==> config.mk <==
export PLATFORM = sky130hd
export DESIGN_NAME = alu_seq
export DESIGN_NICKNAME = d
export VERILOG_FILES = /design/src/rtl/alu_pkg.sv /design/src/rtl/alu_mul_serial.sv /design/src/rtl/alu_seq.sv
export SDC_FILE = /design/constraint.sdc
export NUM_CORES = 1
export LEC_CHECK = 0
export BUFFER_PORTS_ARGS = -buffer_cell sky130_fd_sc_hd__buf_4
export CORE_MARGIN = 1.5
export CORE_UTILIZATION = 25
export CTS_BUF_LIST = sky130_fd_sc_hd__clkbuf_16
export CTS_CLUSTER_SIZE = 14
export DETAILED_ROUTE_END_ITERATION = 10
export PLACE_DENSITY = 0.4
export SETUP_SLACK_MARGIN = 0.05
export SLEW_MARGIN = 20
export SYNTH_ARGS = -nofsm -noshare
export SYNTH_HDL_FRONTEND = slang
export SYNTH_SLANG_ARGS = --single-unit
==> constraint.sdc <==
create_clock -name clk -period 3.82 [get_ports clk]
set_input_delay 0.955 -clock clk [delete_from_list [all_inputs] [get_ports clk]]
set_output_delay 0.955 -clock clk [all_outputs]
set_load 0.02 [all_outputs]
==> src/rtl/alu_pkg.sv <==
// Shared opcodes, FSM state encoding and flag-vector layout for the sequential ALU.
package alu_pkg;

  localparam logic [3:0] OP_ADD  = 4'd0;
  localparam logic [3:0] OP_SUB  = 4'd1;
  localparam logic [3:0] OP_SHR  = 4'd2;
  localparam logic [3:0] OP_SHL  = 4'd3;
  localparam logic [3:0] OP_NAND = 4'd4;
  localparam logic [3:0] OP_OR   = 4'd5;
  localparam logic [3:0] OP_DIR  = 4'd6;
  localparam logic [3:0] OP_SAR  = 4'd7;
  localparam logic [3:0] OP_MUL  = 4'd8;

  typedef enum logic [1:0] {
    StIdle = 2'd0,
    StBusy = 2'd1,
    StHold = 2'd2
  } alu_state_e;

  // Bit positions inside the packed {z, n, c, v} flag vector
  localparam int unsigned FLAG_Z = 3;
  localparam int unsigned FLAG_N = 2;
  localparam int unsigned FLAG_C = 1;
  localparam int unsigned FLAG_V = 0;
  localparam int unsigned NUM_FLAGS = 4;

endpackage

==> src/rtl/alu_mul_serial.sv <==
// Iterative shift-add multiplier: one multiplier bit per clock, low WIDTH bits of the product.
// done_o is high during the last iteration cycle; prod_o is the value that iteration produces.
module alu_mul_serial #(
  parameter int unsigned WIDTH = 16
) (
  input  logic             clk_i,
  input  logic             rst_i,
  input  logic             start_i,
  input  logic [WIDTH-1:0] a_i,
  input  logic [WIDTH-1:0] b_i,
  output logic             done_o,
  output logic [WIDTH-1:0] prod_o
);

  localparam int unsigned CntW = $clog2(WIDTH) + 1;

  logic [CntW-1:0]  cnt_q, cnt_d;
  logic [WIDTH-1:0] mcand_q, mcand_d;
  logic [WIDTH-1:0] mplier_q, mplier_d;
  logic [WIDTH-1:0] acc_q, acc_d;
  logic [WIDTH-1:0] step_acc;

  // Load operands on start, otherwise consume one multiplier bit while cnt is non-zero.
  always_comb begin
    step_acc = mplier_q[0] ? (acc_q + mcand_q) : acc_q;
    cnt_d    = cnt_q;
    mcand_d  = mcand_q;
    mplier_d = mplier_q;
    acc_d    = acc_q;
    if (start_i) begin
      cnt_d    = CntW'(WIDTH);
      mcand_d  = a_i;
      mplier_d = b_i;
      acc_d    = '0;
    end else if (cnt_q != '0) begin
      cnt_d    = cnt_q - 1'b1;
      mcand_d  = mcand_q << 1;
      mplier_d = mplier_q >> 1;
      acc_d    = step_acc;
    end
  end

  // Iteration state; synchronous reset drops any in-flight product.
  always_ff @(posedge clk_i) begin
    if (rst_i) begin
      cnt_q    <= '0;
      mcand_q  <= '0;
      mplier_q <= '0;
      acc_q    <= '0;
    end else begin
      cnt_q    <= cnt_d;
      mcand_q  <= mcand_d;
      mplier_q <= mplier_d;
      acc_q    <= acc_d;
    end
  end

  assign done_o = (cnt_q == CntW'(1));
  assign prod_o = step_acc;

endmodule

==> src/rtl/alu_seq.sv <==
// Handshaked ALU: single-cycle ops register straight into the output stage, MUL runs on the
// serial multiplier. Output is held until the consumer takes it.
module alu_seq
  import alu_pkg::*;
#(
  parameter int unsigned WIDTH  = 16,
  parameter bit          MUL_EN = 1'b1
) (
  input  logic             clk,
  input  logic             rst,
  input  logic             in_valid,
  output logic             in_ready,
  input  logic [WIDTH-1:0] a,
  input  logic [WIDTH-1:0] b,
  input  logic [3:0]       alu_op,
  output logic             out_valid,
  input  logic             out_ready,
  output logic [WIDTH-1:0] out,
  output logic             z,
  output logic             n,
  output logic             c,
  output logic             v,
  output logic             err
);

  localparam int unsigned ShW = $clog2(WIDTH);

  alu_state_e           state_q, state_d;
  logic [WIDTH-1:0]     out_q, out_d;
  logic [NUM_FLAGS-1:0] flags_q, flags_d;
  logic                 err_q, err_d;

  logic [WIDTH:0]       sum_ext, diff_ext;
  logic [WIDTH-1:0]     res;
  logic                 res_c, res_v, res_err;
  logic [NUM_FLAGS-1:0] res_flags;
  logic                 sh_big;
  logic [ShW-1:0]       sh_amt;
  logic                 is_mul, accept;
  logic                 mul_start, mul_done;
  logic [WIDTH-1:0]     mul_prod;

  assign sum_ext  = {1'b0, a} + {1'b0, b};
  assign diff_ext = {1'b0, a} - {1'b0, b};
  // Shift amounts use all of b; anything >= WIDTH saturates
  assign sh_big   = (b >= WIDTH'(WIDTH));
  assign sh_amt   = b[ShW-1:0];

  // Single-cycle datapath: result plus carry/overflow/illegal for the presented opcode.
  always_comb begin
    res     = '0;
    res_c   = 1'b0;
    res_v   = 1'b0;
    res_err = 1'b0;
    case (alu_op)
      OP_ADD: begin
        res   = sum_ext[WIDTH-1:0];
        res_c = sum_ext[WIDTH];
        res_v = (a[WIDTH-1] == b[WIDTH-1]) && (sum_ext[WIDTH-1] != a[WIDTH-1]);
      end
      OP_SUB: begin
        res   = diff_ext[WIDTH-1:0];
        res_c = diff_ext[WIDTH];
        res_v = (a[WIDTH-1] != b[WIDTH-1]) && (diff_ext[WIDTH-1] != a[WIDTH-1]);
      end
      OP_SHR:  res = sh_big ? '0 : (a >> sh_amt);
      OP_SHL:  res = sh_big ? '0 : (a << sh_amt);
      OP_NAND: res = ~(a & b);
      OP_OR:   res = a | b;
      OP_DIR:  res = a;
      OP_SAR:  res = sh_big ? {WIDTH{a[WIDTH-1]}} : $unsigned($signed(a) >>> sh_amt);
      // Legal MUL goes through the serial unit; this path only matters when it is disabled
      OP_MUL:  res_err = !MUL_EN;
      default: res_err = 1'b1;
    endcase
  end

  // Flags derived from the same result that gets registered; illegal ops report all-zero flags.
  always_comb begin
    res_flags         = '0;
    res_flags[FLAG_Z] = !res_err && (res == '0);
    res_flags[FLAG_N] = res[WIDTH-1];
    res_flags[FLAG_C] = res_c;
    res_flags[FLAG_V] = res_v;
  end

  assign is_mul    = MUL_EN && (alu_op == OP_MUL);
  assign in_ready  = !rst && ((state_q == StIdle) || ((state_q == StHold) && out_ready));
  assign accept    = in_valid && in_ready;
  assign out_valid = (state_q == StHold);

  alu_mul_serial #(
    .WIDTH(WIDTH)
  ) u_mul (
    .clk_i  (clk),
    .rst_i  (rst),
    .start_i(mul_start),
    .a_i    (a),
    .b_i    (b),
    .done_o (mul_done),
    .prod_o (mul_prod)
  );

  // Next-state and output-register update; an accept overrides the HOLD->IDLE retire.
  always_comb begin
    state_d   = state_q;
    out_d     = out_q;
    flags_d   = flags_q;
    err_d     = err_q;
    mul_start = 1'b0;
    case (state_q)
      StIdle: ;
      StBusy: begin
        if (mul_done) begin
          out_d           = mul_prod;
          flags_d         = '0;
          flags_d[FLAG_Z] = (mul_prod == '0);
          flags_d[FLAG_N] = mul_prod[WIDTH-1];
          err_d           = 1'b0;
          state_d         = StHold;
        end
      end
      StHold: begin
        if (out_ready && !in_valid) state_d = StIdle;
      end
      default: state_d = StIdle;
    endcase
    if (accept) begin
      if (is_mul) begin
        mul_start = 1'b1;
        state_d   = StBusy;
      end else begin
        out_d   = res;
        flags_d = res_flags;
        err_d   = res_err;
        state_d = StHold;
      end
    end
  end

  // State and output registers with synchronous active-high reset.
  always_ff @(posedge clk) begin
    if (rst) begin
      state_q <= StIdle;
      out_q   <= '0;
      flags_q <= '0;
      err_q   <= 1'b0;
    end else begin
      state_q <= state_d;
      out_q   <= out_d;
      flags_q <= flags_d;
      err_q   <= err_d;
    end
  end

  assign out = out_q;
  assign z   = flags_q[FLAG_Z];
  assign n   = flags_q[FLAG_N];
  assign c   = flags_q[FLAG_C];
  assign v   = flags_q[FLAG_V];
  assign err = err_q;

endmodule

==> key figures, run 1 <==
Run status
  – Status: finished clean

STA
  – Slew headroom: 36.98%
  – Final setup vio count: 0
  – Tcrit/Tclk final: 96.98%
  – RSZ-0062 raised after global routing: true
  – Slew @ Worst Pin: 0.9440 ns
  – Final hold violations: 0
  – Fmax: 0.2699 GHz
  – Final min period: 3.704 ns
  – Fin. max-slew vios: 0
  – Clk_skew: 0.01387 ns

Logic synthesis
  – EDFF count, synth: 0
  – Syn Area/Cell: 7.588 um^2
  – Synth area leaders: dfxtp_1 18%, ha_1 9.9%, mux4_2 6.8%
  – Leading area contributor after synthesis: dfxtp_1
  – Netlist cell types: 90
  – Top FF cell, synth: dfxtp_1
  – Yosys synthesis warning count: 0
  – Cells after Synth: 1127
  – Async set or reset register ratio after synthesis: 0%
  – Sequential-to-total area share from yosys stat: 17.79%
  – Seq cells post-synth: 76
  – Top-area cell type share of the netlist area: 17.79%
  – Mapped cell area: 0.008552 mm^2
  – Post-synth net total: 1238

GRT
  – Largest net degree at the start of global routing: 58
  – Initial antenna violation count: 1
  – GRT overflow: 0
  – Vias in the first global route: 9091
  – First-pass GRT wire length: 56.91 mm
  – All-layer global routing usage: 20.89%

Clocking
  – Worst-Skew Late Latency: 0.34 ns
  – H-tree depth: 3
  – CTS Buffer Depth: 2
  – TritonCTS clock tree: done
  – CTS Buf Count: 9
  – Clock Root Buffer: clkbuf_16
  – # clock sinks: 76
  – CTS clk-pin slew, worst paths: 0.06 ns

Floorplanning
  – IO Count: 63
  – Initial Utilization: 25.44%
  – Die Ht: 188.0 um
  – Die width: 188.0 um
  – FP Rows: 67
  – DIE AREA: 0.03533 mm^2
  – CORE AREA: 0.03362 mm^2

Detailed routing
  – Drt drc: 0
  – DR WL/cell: 22.07 um
  – M1 WL: 17.20 mm
  – First-pass DRT Iterations: 7
  – DR vias/cell: 5.463
  – Highest routed metal layer: met4
  – Routed vias: 9254
  – DR iter-0 viols: 725
  – ANT nets after route: 0
  – Wire length on met3: 1.631 mm
  – Post-Route WL: 37.38 mm
  – Routed wl met2: 17.60 mm

Pwr
  – Comb pwr share: 50.2%
  – Leakage: 0.004223 uW
  – Clock power frac: 23.0%
  – Internal power: 1998 uW
  – Seq pwr share: 26.8%
  – P_sw: 1619 uW
  – Sw Share: 44.75%
  – Cell area power density: 342.3 mW/mm^2
  – Max IR drop VDD: 0.3674 mV

Critical path
  – Critical path class: in2reg
  – Arrival time at the worst endpoint: 3.97 ns
  – Crit path capture type: flop
  – Largest fanout on the critical path: 7
  – WP data required: 4.09 ns
  – Worst Setup Start Kind: input pin

Layout
  – Commonest non-fill, non-tap cell in the layout: buf_4
  – Share of cells above drive strength 1: 22.47%
  – Ant diodes: 0
  – # nets final: 1352
  – Fill count: 3596
  – Most frequent cells in the layout: 182 x buf_4, 131 x nor2_1, 127 x nand2_1
  – Non-filler cells, final: 1694
  – Fin area: 0.01057 mm^2
  – Synth-to-layout area growth: 23.56%

Place
  – Placer Congestion: 0.9151
  – Port Buffers: 62
  – Placed Cells incl. Taps: 1676
  – Placed cell areas: 0.01019 mm^2
  – HPWL after DPL: 28.89 mm

Min path
  – Worst Hold Class: reg2reg

Flow run
  – Max cap viols: 0
-- cell families after synthesis --
family                     share of synthesized area, %
AOI/OAI and AO/OA                                 26.73
buffers and inverters                             6.774
and+or+nand+nor                                   23.44
xor gates and xnor gates                          2.765
DFF                                               17.79
adders and majority gates                         10.65
muxes                                             11.85
-- power by group through the flow --
stage | registers (uW) | logic (uW) | clock network (uW)
2_1_floorplan | 975 | 1150 | 0
3_3_place_gp | 987 | 1800 | 0
3_5_place_dp | 988 | 1790 | 0
4_1_cts | 970 | 1800 | 864
5_1_grt | 985 | 1990 | 904
6_report | 969 | 1820 | 832
-- through the flow --
step | hold slack, ns | setup slack, ns | utilization (%) | total power [uW] | setup TNS (ns)
floorplan | 0.4481 | 0.06429 | - | 2128 | 0
global placement | 0.4588 | -0.5004 | 30.31 | 2787 | -0.7375
detailed placement | 0.4607 | -0.5630 | 30.31 | 2779 | -0.9792
CTS | 0.4698 | 0.1006 | 31.19 | 3638 | 0
global route | 0.4843 | 0.01597 | 31.43 | 3876 | 0
finish | 0.4745 | 0.1155 | 31.43 | 3617 | 0
-- registers in the layout, indices dropped and copies added, names as in the netlist --
name            flops
out                16
u_mul.acc_q        16
u_mul.mcand_q      16
u_mul.mplier_q     16
u_mul.cnt_q         5
flags_q             4
state_q             2
err                 1
-- layer usage --
metal	GRT usage, %	vias up
met1	28.27	4514
met3	3.069	45
met5	0	-
met2	34.09	268
li1	-	4427
met4	6.492	0
-- path summary, 6_finish.rpt --
kind / startpoint / end / slack, ns / depth (start not counted)
hold reg to reg: flags_q[0] / flags_q[0] / 0.47 / 2
hold / removal: flags_q[0] / flags_q[0] / 0.47 / 2
setup / recovery: b[2] / flags_q[3] / 0.12 / 14
setup reg to reg: u_mul.acc_q[1] / flags_q[3] / 0.44 / 11
-- Yosys cell counts (all sizes together) (4+ instances only) --
library cell  count
nor2            131
nand2           128
dfxtp            76
a21oi            72
ha               68
inv              58
clkbuf           55
o21ai            47
nor3             39
a311oi           32
buf              29
mux4             26
nand3            24
xnor2            24
mux2             22
nor2b            21
a211oi           19
mux2i            18
nor4             17
a31oi            16
nand2b           14
o211ai           14
a21o             13
o22ai            13
nand4            10
o31ai            10
a221oi            8
a22oi             8
a222oi            7
a2111oi           6
and3              6
o2111ai           6
and2              5
o32ai             5
or3               5
o311ai            4
or4               4
-- repair_timing --
item,4_1_cts,5_1_grt
resized for setup,4,14
setup buffers,0,2
hold buffers,0,0
pin swaps,2,9
setup endpoints to repair,1,2
-- final cells by class --
class                      instances  area, um^2  area share, %
clock buffer                       9       225.2          2.131
sequential                        76        1521          14.40
tap                              448       560.5          5.305
multi-input combinational        908        6533          61.82
timing repair buffer             187        1449          13.71
clock inverter                     7       56.30         0.5329
inverter                          59       221.5          2.096
-- worst max-delay path: stages --
cell      delay [ns]
buf_4           0.14
inv_1           0.09
ha_1            0.39
nor2b_1         0.18
buf_4           0.13
o2111a_1        0.23
or3_1           0.31
a31oi_1         0.27
nand4_1         0.31
a211oi_1        0.28
nand4_1         0.16
nor4_2          0.32
a21oi_1         0.12
o21ai_1         0.08
Note: power is estimated with default switching activity, not from simulation.
==> inputs of run 2 (changes only) <==
- CORE_ASPECT_RATIO: unset -> 0.5
==> run 2 against run 1 <==
Combinational power grew 2%. Clock skew grew 0.00060 ns. Design area grew 1.3%. Die area grew 0.19%. Sequential power grew 0.4%. First-iteration DRC count grew 15%. Critical path depth shrank 1. Critical path type unchanged. Largest cell class unchanged. Largest power group unchanged.
==> key figures, run 2 (same netlist as run 1, synthesis figures left out) <==
GRT
  – First-pass GRT wire length: 60.44 mm (+6.2%)
  – All-layer global routing usage: 22.57% (+1.7 points)
  – Largest net degree at the start of global routing: 58 (unchanged)
  – Vias in the first global route: 9337 (+2.7%)
  – GRT overflow: 0 (unchanged)
  – Initial antenna violation count: 0 (-1)

Critical path
  – Critical path class: in2reg
  – Worst Setup Start Kind: input pin
  – Arrival time at the worst endpoint: 3.79 ns (-0.18 ns)
  – WP data required: 4.05 ns (-0.04 ns)
  – Largest fanout on the critical path: 7 (unchanged)
  – Crit path capture type: flop

Clocking
  – TritonCTS clock tree: done
  – # clock sinks: 76 (unchanged)
  – Clock Root Buffer: clkbuf_16
  – Worst-Skew Late Latency: 0.36 ns (+0.02 ns)
  – CTS Buf Count: 9 (unchanged)
  – CTS Buffer Depth: 2 (unchanged)
  – Hold buffers post-CTS: 0 (unchanged)
  – CTS clk-pin slew, worst paths: 0.06 ns (about the same)
  – H-tree depth: 3 (unchanged)

STA
  – Fin. max-slew vios: 0 (unchanged)
  – Slew headroom: 36.55% (-0.43 points)
  – Setup_tns: 0 ns (unchanged)
  – Clk_skew: 0.01447 ns (+0.0005990 ns)
  – RSZ-0062 raised after global routing: false
  – Fmax: 0.2812 GHz (+4.2%)
  – Tcrit/Tclk final: 93.09% (-3.9 points)
  – Final min period: 3.556 ns (-0.1485 ns)
  – Final setup vio count: 0 (unchanged)
  – Slew @ Worst Pin: 0.9517 ns (+0.007743 ns)
  – Final hold violations: 0 (unchanged)

Layout
  – Most frequent cells in the layout: 208 x buf_4, 131 x nor2_1, 127 x nand2_1
  – Commonest non-fill, non-tap cell in the layout: buf_4
  – Synth-to-layout area growth: 25.16%
  – Fin util: 32.10% (+0.67 points)
  – # nets final: 1376 (+1.8%)
  – Non-filler cells, final: 1711 (+1.0%)
  – Ant diodes: 0 (unchanged)
  – Share of cells above drive strength 1: 23.39% (+0.91 points)
  – Fill count: 3510 (-2.4%)

Place
  – Placed Cells incl. Taps: 1692 (+0.95%)
  – HPWL after DPL: 31.39 mm (+8.6%)
  – Port Buffers: 62 (unchanged)
  – Placer Congestion: 0.9181 (+0.33%)

Detailed routing
  – DR iter-0 viols: 831 (+15%)
  – Drt drc: 0 (unchanged)
  – First-pass DRT Iterations: 6 (-1)
  – DR vias/cell: 5.549 (+1.6%)
  – Post-Route WL: 40.12 mm (+7.3%)
  – ANT nets after route: 0 (unchanged)
  – Routed vias: 9494 (+2.6%)
  – DR WL/cell: 23.45 um (+6.3%)

Flow run
  – Max cap viols: 0 (unchanged)

Floorplanning
  – FP Rows: 47 (-30%)
  – Die Ht: 133.8 um (-29%)
  – CORE AREA: 0.03334 mm^2 (-0.81%)
  – DIE AREA: 0.03539 mm^2 (+0.19%)
  – IO Count: 63 (unchanged)
  – Die width: 264.6 um (+41%)
  – Initial Utilization: 25.65% (+0.21 points)

Pwr
  – Leakage: 0.004334 uW (+2.6%)
  – Cell area power density: 348.3 mW/mm^2 (+1.8%)
  – Max IR drop VDD: 0.4904 mV (+33%)

Min path
  – Worst Hold Class: reg2reg

Run status
  – Status: finished clean
-- run 2: changes by cell type in the layout (fill, tap and decap cells not counted), sizes merged --
cell / delta
buf: +24
bufinv: +1
clkinv: +1
clkinvlp: -1
inv: -1
-- run 2: critical path: stages --
cell and delay [ns]:
buf_4 0.08, inv_1 0.09, ha_1 0.43, nor2_1 0.09
a2111oi_1 0.60, o211a_1 0.27, o21ai_1 0.11, nor4_1 0.26
nor4_1 0.09, a21oi_1 0.43, nor4_1 0.12, a21oi_1 0.17
o21ai_1 0.09
-- run 2: report_power, final --
group	internal [uW]	switching, uW	total [uW]	leakage, uW
registers	892	80.3	973	0.000617
logic	676	1180	1860	0.00356
clock network	512	383	896	0.000153
total	2080	1650	3730	0.00433
-- run 2: path summary, 6_finish.rpt --
check                                   to  cells past startpoint  slack (ns)            from
worst max-delay path            flags_q[3]                     13        0.26            a[7]
worst min-delay path            flags_q[0]                      2        0.46      flags_q[0]
worst max register to register  flags_q[3]                     11        0.38  u_mul.acc_q[1]
worst min register to register  flags_q[0]                      2        0.46      flags_q[0]
-- run 2: area by class of cell --
cell class	instances	area (um^2)	area share, %
Timing Repair Buffer	211	1622	15.15
Multi-Input combinational cell	908	6486	60.60
Tap cell	441	551.8	5.155
Clock inverter	7	76.32	0.7130
Inverter	59	221.5	2.069
Sequential cell	76	1521	14.21
Clock buffer	9	225.2	2.104
-- run 2: per-stage QoR --
step / hold slack [ns] / worst slack [ns] / total power [uW] / instance area, um^2
after floorplan: 0.4481 / 0.06429 / 2128 / 8554
after global placement: 0.4651 / -0.1491 / 2822 / 10350
after detailed placement: 0.4485 / -0.1806 / 2823 / 10350
after CTS: 0.4652 / 0.1646 / 3739 / 10650
after global routing: 0.5019 / 0.05015 / 3984 / 10700
final: 0.4633 / 0.2640 / 3729 / 10700
-- run 2: metal layers --
metal	track usage, %	up-vias	routed length, um
met4	3.959	0	490
met2	34.97	309	17530
met5	0	-	0
li1	-	4469	-
met1	32.79	4689	19660
met3	4.131	27	2442
-- run 2: timing repair --
| action | 4_1_cts | 5_1_grt |
|---|---|---|
| buffers inserted | 0 | 3 |
| setup endpoints to repair | 0 | 6 |
| gates resized for setup | 0 | 5 |
==> inputs of run 3 (changes only) <==
- CORE_MARGIN: 1.5 -> unset
==> run 3 against run 2 <==
First-iteration DRC count up 9.6%. Register-to-register slack better by 0.17 ns. Design area decreased by 0.96%. Global-route usage down 0.68 points. Worst hold slack gained 0.0066 ns. Total power up 0.18%. Flip-flop and latch count did not move. Die area is 1.1% lower. Combinational power is essentially flat. Sequential share of layout area up 0.14 points. Largest power group unchanged.
==> key figures, run 3 (same netlist as run 1, synthesis figures left out) <==
Clocking
  – Hold buffers post-CTS: 0 (unchanged)
  – Worst-Skew Late Latency: 0.35 ns (about the same)
  – CTS clk-pin slew, worst paths: 0.07 ns (about the same)
  – Clock Root Buffer: clkbuf_16
  – CTS Buffer Depth: 2 (unchanged)
  – # clock sinks: 76 (unchanged)
  – CTS Buf Count: 9 (unchanged)
  – TritonCTS clock tree: done
  – H-tree depth: 3 (unchanged)

Critical path
  – Flop2flop setup slack: 0.55 ns (+0.17 ns)
  – Cell Chain, Critical Path: buf_4 -> inv_1 -> ha_1 -> buf_4 -> nor2_1 -> a2111oi_1 -> o211a_1 -> o21ai_0 -> mux2i_1 -> xnor2_1 -> a221o_1 -> a222oi_1 -> nor2_1
  – Crit path capture type: flop
  – Arrival time at the worst endpoint: 3.81 ns (+0.02 ns)
  – Slowest cell on crit path: a2111oi_1
  – R2r endpoint: flags_q[3]
  – Worst Setup Start Kind: input pin
  – R2r worst-path depth: 11 (unchanged)
  – Largest fanout on the critical path: 5 (-2)
  – R2R Path Start: u_mul.acc_q[1]
  – Worst path top cell family by delay: compound AO/OA/AOI/OAI gates
  – Crit path buf inv count: 3 (+1)
  – WP data required: 4.03 ns (-0.02 ns)
  – CP max stage delay: 0.50 ns (-0.10 ns)
  – Critical path class: in2reg

Floorplanning
  – CORE AREA: 0.03334 mm^2 (unchanged)
  – DIE AREA: 0.03500 mm^2 (-1.1%)
  – Initial Utilization: 25.65% (unchanged)
  – Die Ht: 132.8 um (-0.75%)
  – IO Count: 63 (unchanged)
  – FP Rows: 47 (unchanged)
  – Die width: 263.6 um (-0.38%)

Detailed routing
  – DR WL/cell: 22.56 um (-3.8%)
  – DR iter-0 viols: 911 (+9.6%)
  – ANT nets after route: 0 (unchanged)
  – Drt drc: 0 (unchanged)
  – Post-Route WL: 38.33 mm (-4.5%)
  – First-pass DRT Iterations: 5 (-1)
  – Routed vias: 9528 (+0.36%)
  – DR vias/cell: 5.608 (+1.1%)

GRT
  – Vias in the first global route: 9353 (+0.17%)
  – First-pass GRT wire length: 58.99 mm (-2.4%)
  – All-layer global routing usage: 21.89% (-0.68 points)
  – GRT overflow: 0 (unchanged)
  – Initial antenna violation count: 0 (unchanged)
  – Largest net degree at the start of global routing: 58 (unchanged)

Pwr
  – Seq pwr share: 26.0% (about the same)
  – Comb pwr share: 49.3% (-0.6 points)
  – Final Power: 3735 uW (+0.18%)
  – Clock power frac: 24.7% (+0.7 points)
  – Internal power: 2131 uW (+2.4%)
  – P_sw: 1605 uW (-2.6%)
  – Max IR drop VDD: 0.2416 mV (-51%)
  – Sw Share: 42.96% (-1.2 points)
  – Cell area power density: 352.3 mW/mm^2 (+1.2%)
  – Leakage: 0.004270 uW (-1.5%)

STA
  – Tcrit/Tclk final: 94.23% (+1.1 points)
  – Fmax: 0.2778 GHz (-1.2%)
  – RSZ-0062 raised after global routing: true
  – Slew @ Worst Pin: 0.7058 ns (-0.2459 ns)
  – Final min period: 3.600 ns (+0.04360 ns)
  – Slew headroom: 52.88% (+16 points)
  – Final hold violations: 0 (unchanged)
  – Fin. max-slew vios: 0 (unchanged)
  – Clk_skew: 0.009836 ns (-0.004633 ns)
  – Final setup margin: 0.2204 ns (-0.04360 ns)
  – Final hold slack: 0.4698 ns (+0.006551 ns)
  – Final setup vio count: 0 (unchanged)

Layout
  – Most frequent cells in the layout: 196 x buf_4, 131 x nor2_1, 127 x nand2_1
  – Non-filler cells, final: 1699 (-0.70%)
  – # nets final: 1363 (-0.94%)
  – Fin util: 31.79% (-0.31 points)
  – Share of cells above drive strength 1: 22.43% (-0.95 points)
  – Commonest non-fill, non-tap cell in the layout: buf_4
  – Synth-to-layout area growth: 23.96%

Min path
  – Worst Hold Class: reg2reg
  – Hold Path Stages: 2 (unchanged)
  – Hold endpoint: u_mul.mplier_q[15]
  – Worst hold path startpoint: u_mul.mplier_q[15]

Place
  – HPWL after DPL: 30.00 mm (-4.4%)
  – Placed Cells incl. Taps: 1681 (-0.65%)
  – Placer Congestion: 0.9864 (+7.4%)
  – Port Buffers: 62 (unchanged)
  – Setup WS pre-CTS: -0.3230 ns (-0.1423 ns)

Flow run
  – Max cap viols: 0 (unchanged)

Run status
  – Status: finished clean
==> run 3: how the worst max path moves through the flow <==
stage | end | cells past startpoint | from
after detailed placement | out[11] | 13 | a[4]
after global placement | out[15] | 15 | a[4]
after floorplan | out[11] | 14 | b[2]
final | out[11] | 13 | b[6]
after CTS | flags_q[3] | 15 | a[4]
after global routing | flags_q[3] | 14 | b[6]
==> run 3: power by group through the flow <==
stage | logic (uW) | registers [uW] | clock network, uW
after CTS | 1840 | 971 | 946
final | 1840 | 971 | 924
after floorplan | 1150 | 975 | 0
after detailed placement | 1820 | 988 | 0
after global placement | 1820 | 986 | 0
after global routing | 2010 | 986 | 976
==> run 3: metrics by stage <==
step | setup TNS [ns] | cell area (um^2)
global route | 0 | 10600
floorplan | 0 | 8554
finish | 0 | 10600
CTS | 0 | 10580
global placement | -1.586 | 10260
detailed placement | -1.650 | 10260
==> run 3: layer usage <==
metal	share of wire (%)	track usage [%]
met1	48	31.12
met3	6.0	3.387
met2	44	34.30
met5	0	0
met4	1.7	5.621
==> run 3: repair_timing <==
| item | CTS | global route |
|---|---|---|
| gates resized for setup | 1 | 2 |
| pin swaps | 0 | 2 |
| setup endpoints to repair | 2 | 3 |
| buffers inserted | 0 | 1 |
==> run 3: final cells by class <==
cell class | count | area, um^2
diodes | 1 | 2.502
clock buffers | 9 | 225.2
clock inverters | 7 | 92.59
fillers | 3630 | 22740
inverters | 59 | 221.5
multi-input cells | 908 | 6475
flip-flops and latches | 76 | 1521
well taps | 441 | 551.8
repair buffers | 198 | 1511
==> run 3: worst reg2reg max path: stages, from the launching register on <==
cell and delay, ns:
dfxtp_1 0.41, ha_1 0.27, a211oi_1 0.34, o21ai_0 0.20, a31oi_1 0.27, o21ai_0 0.19, a311oi_1 0.30, nor2_1 0.09
mux2i_1 0.43, nand4_1 0.17, or3_1 0.40, o21ai_1 0.14
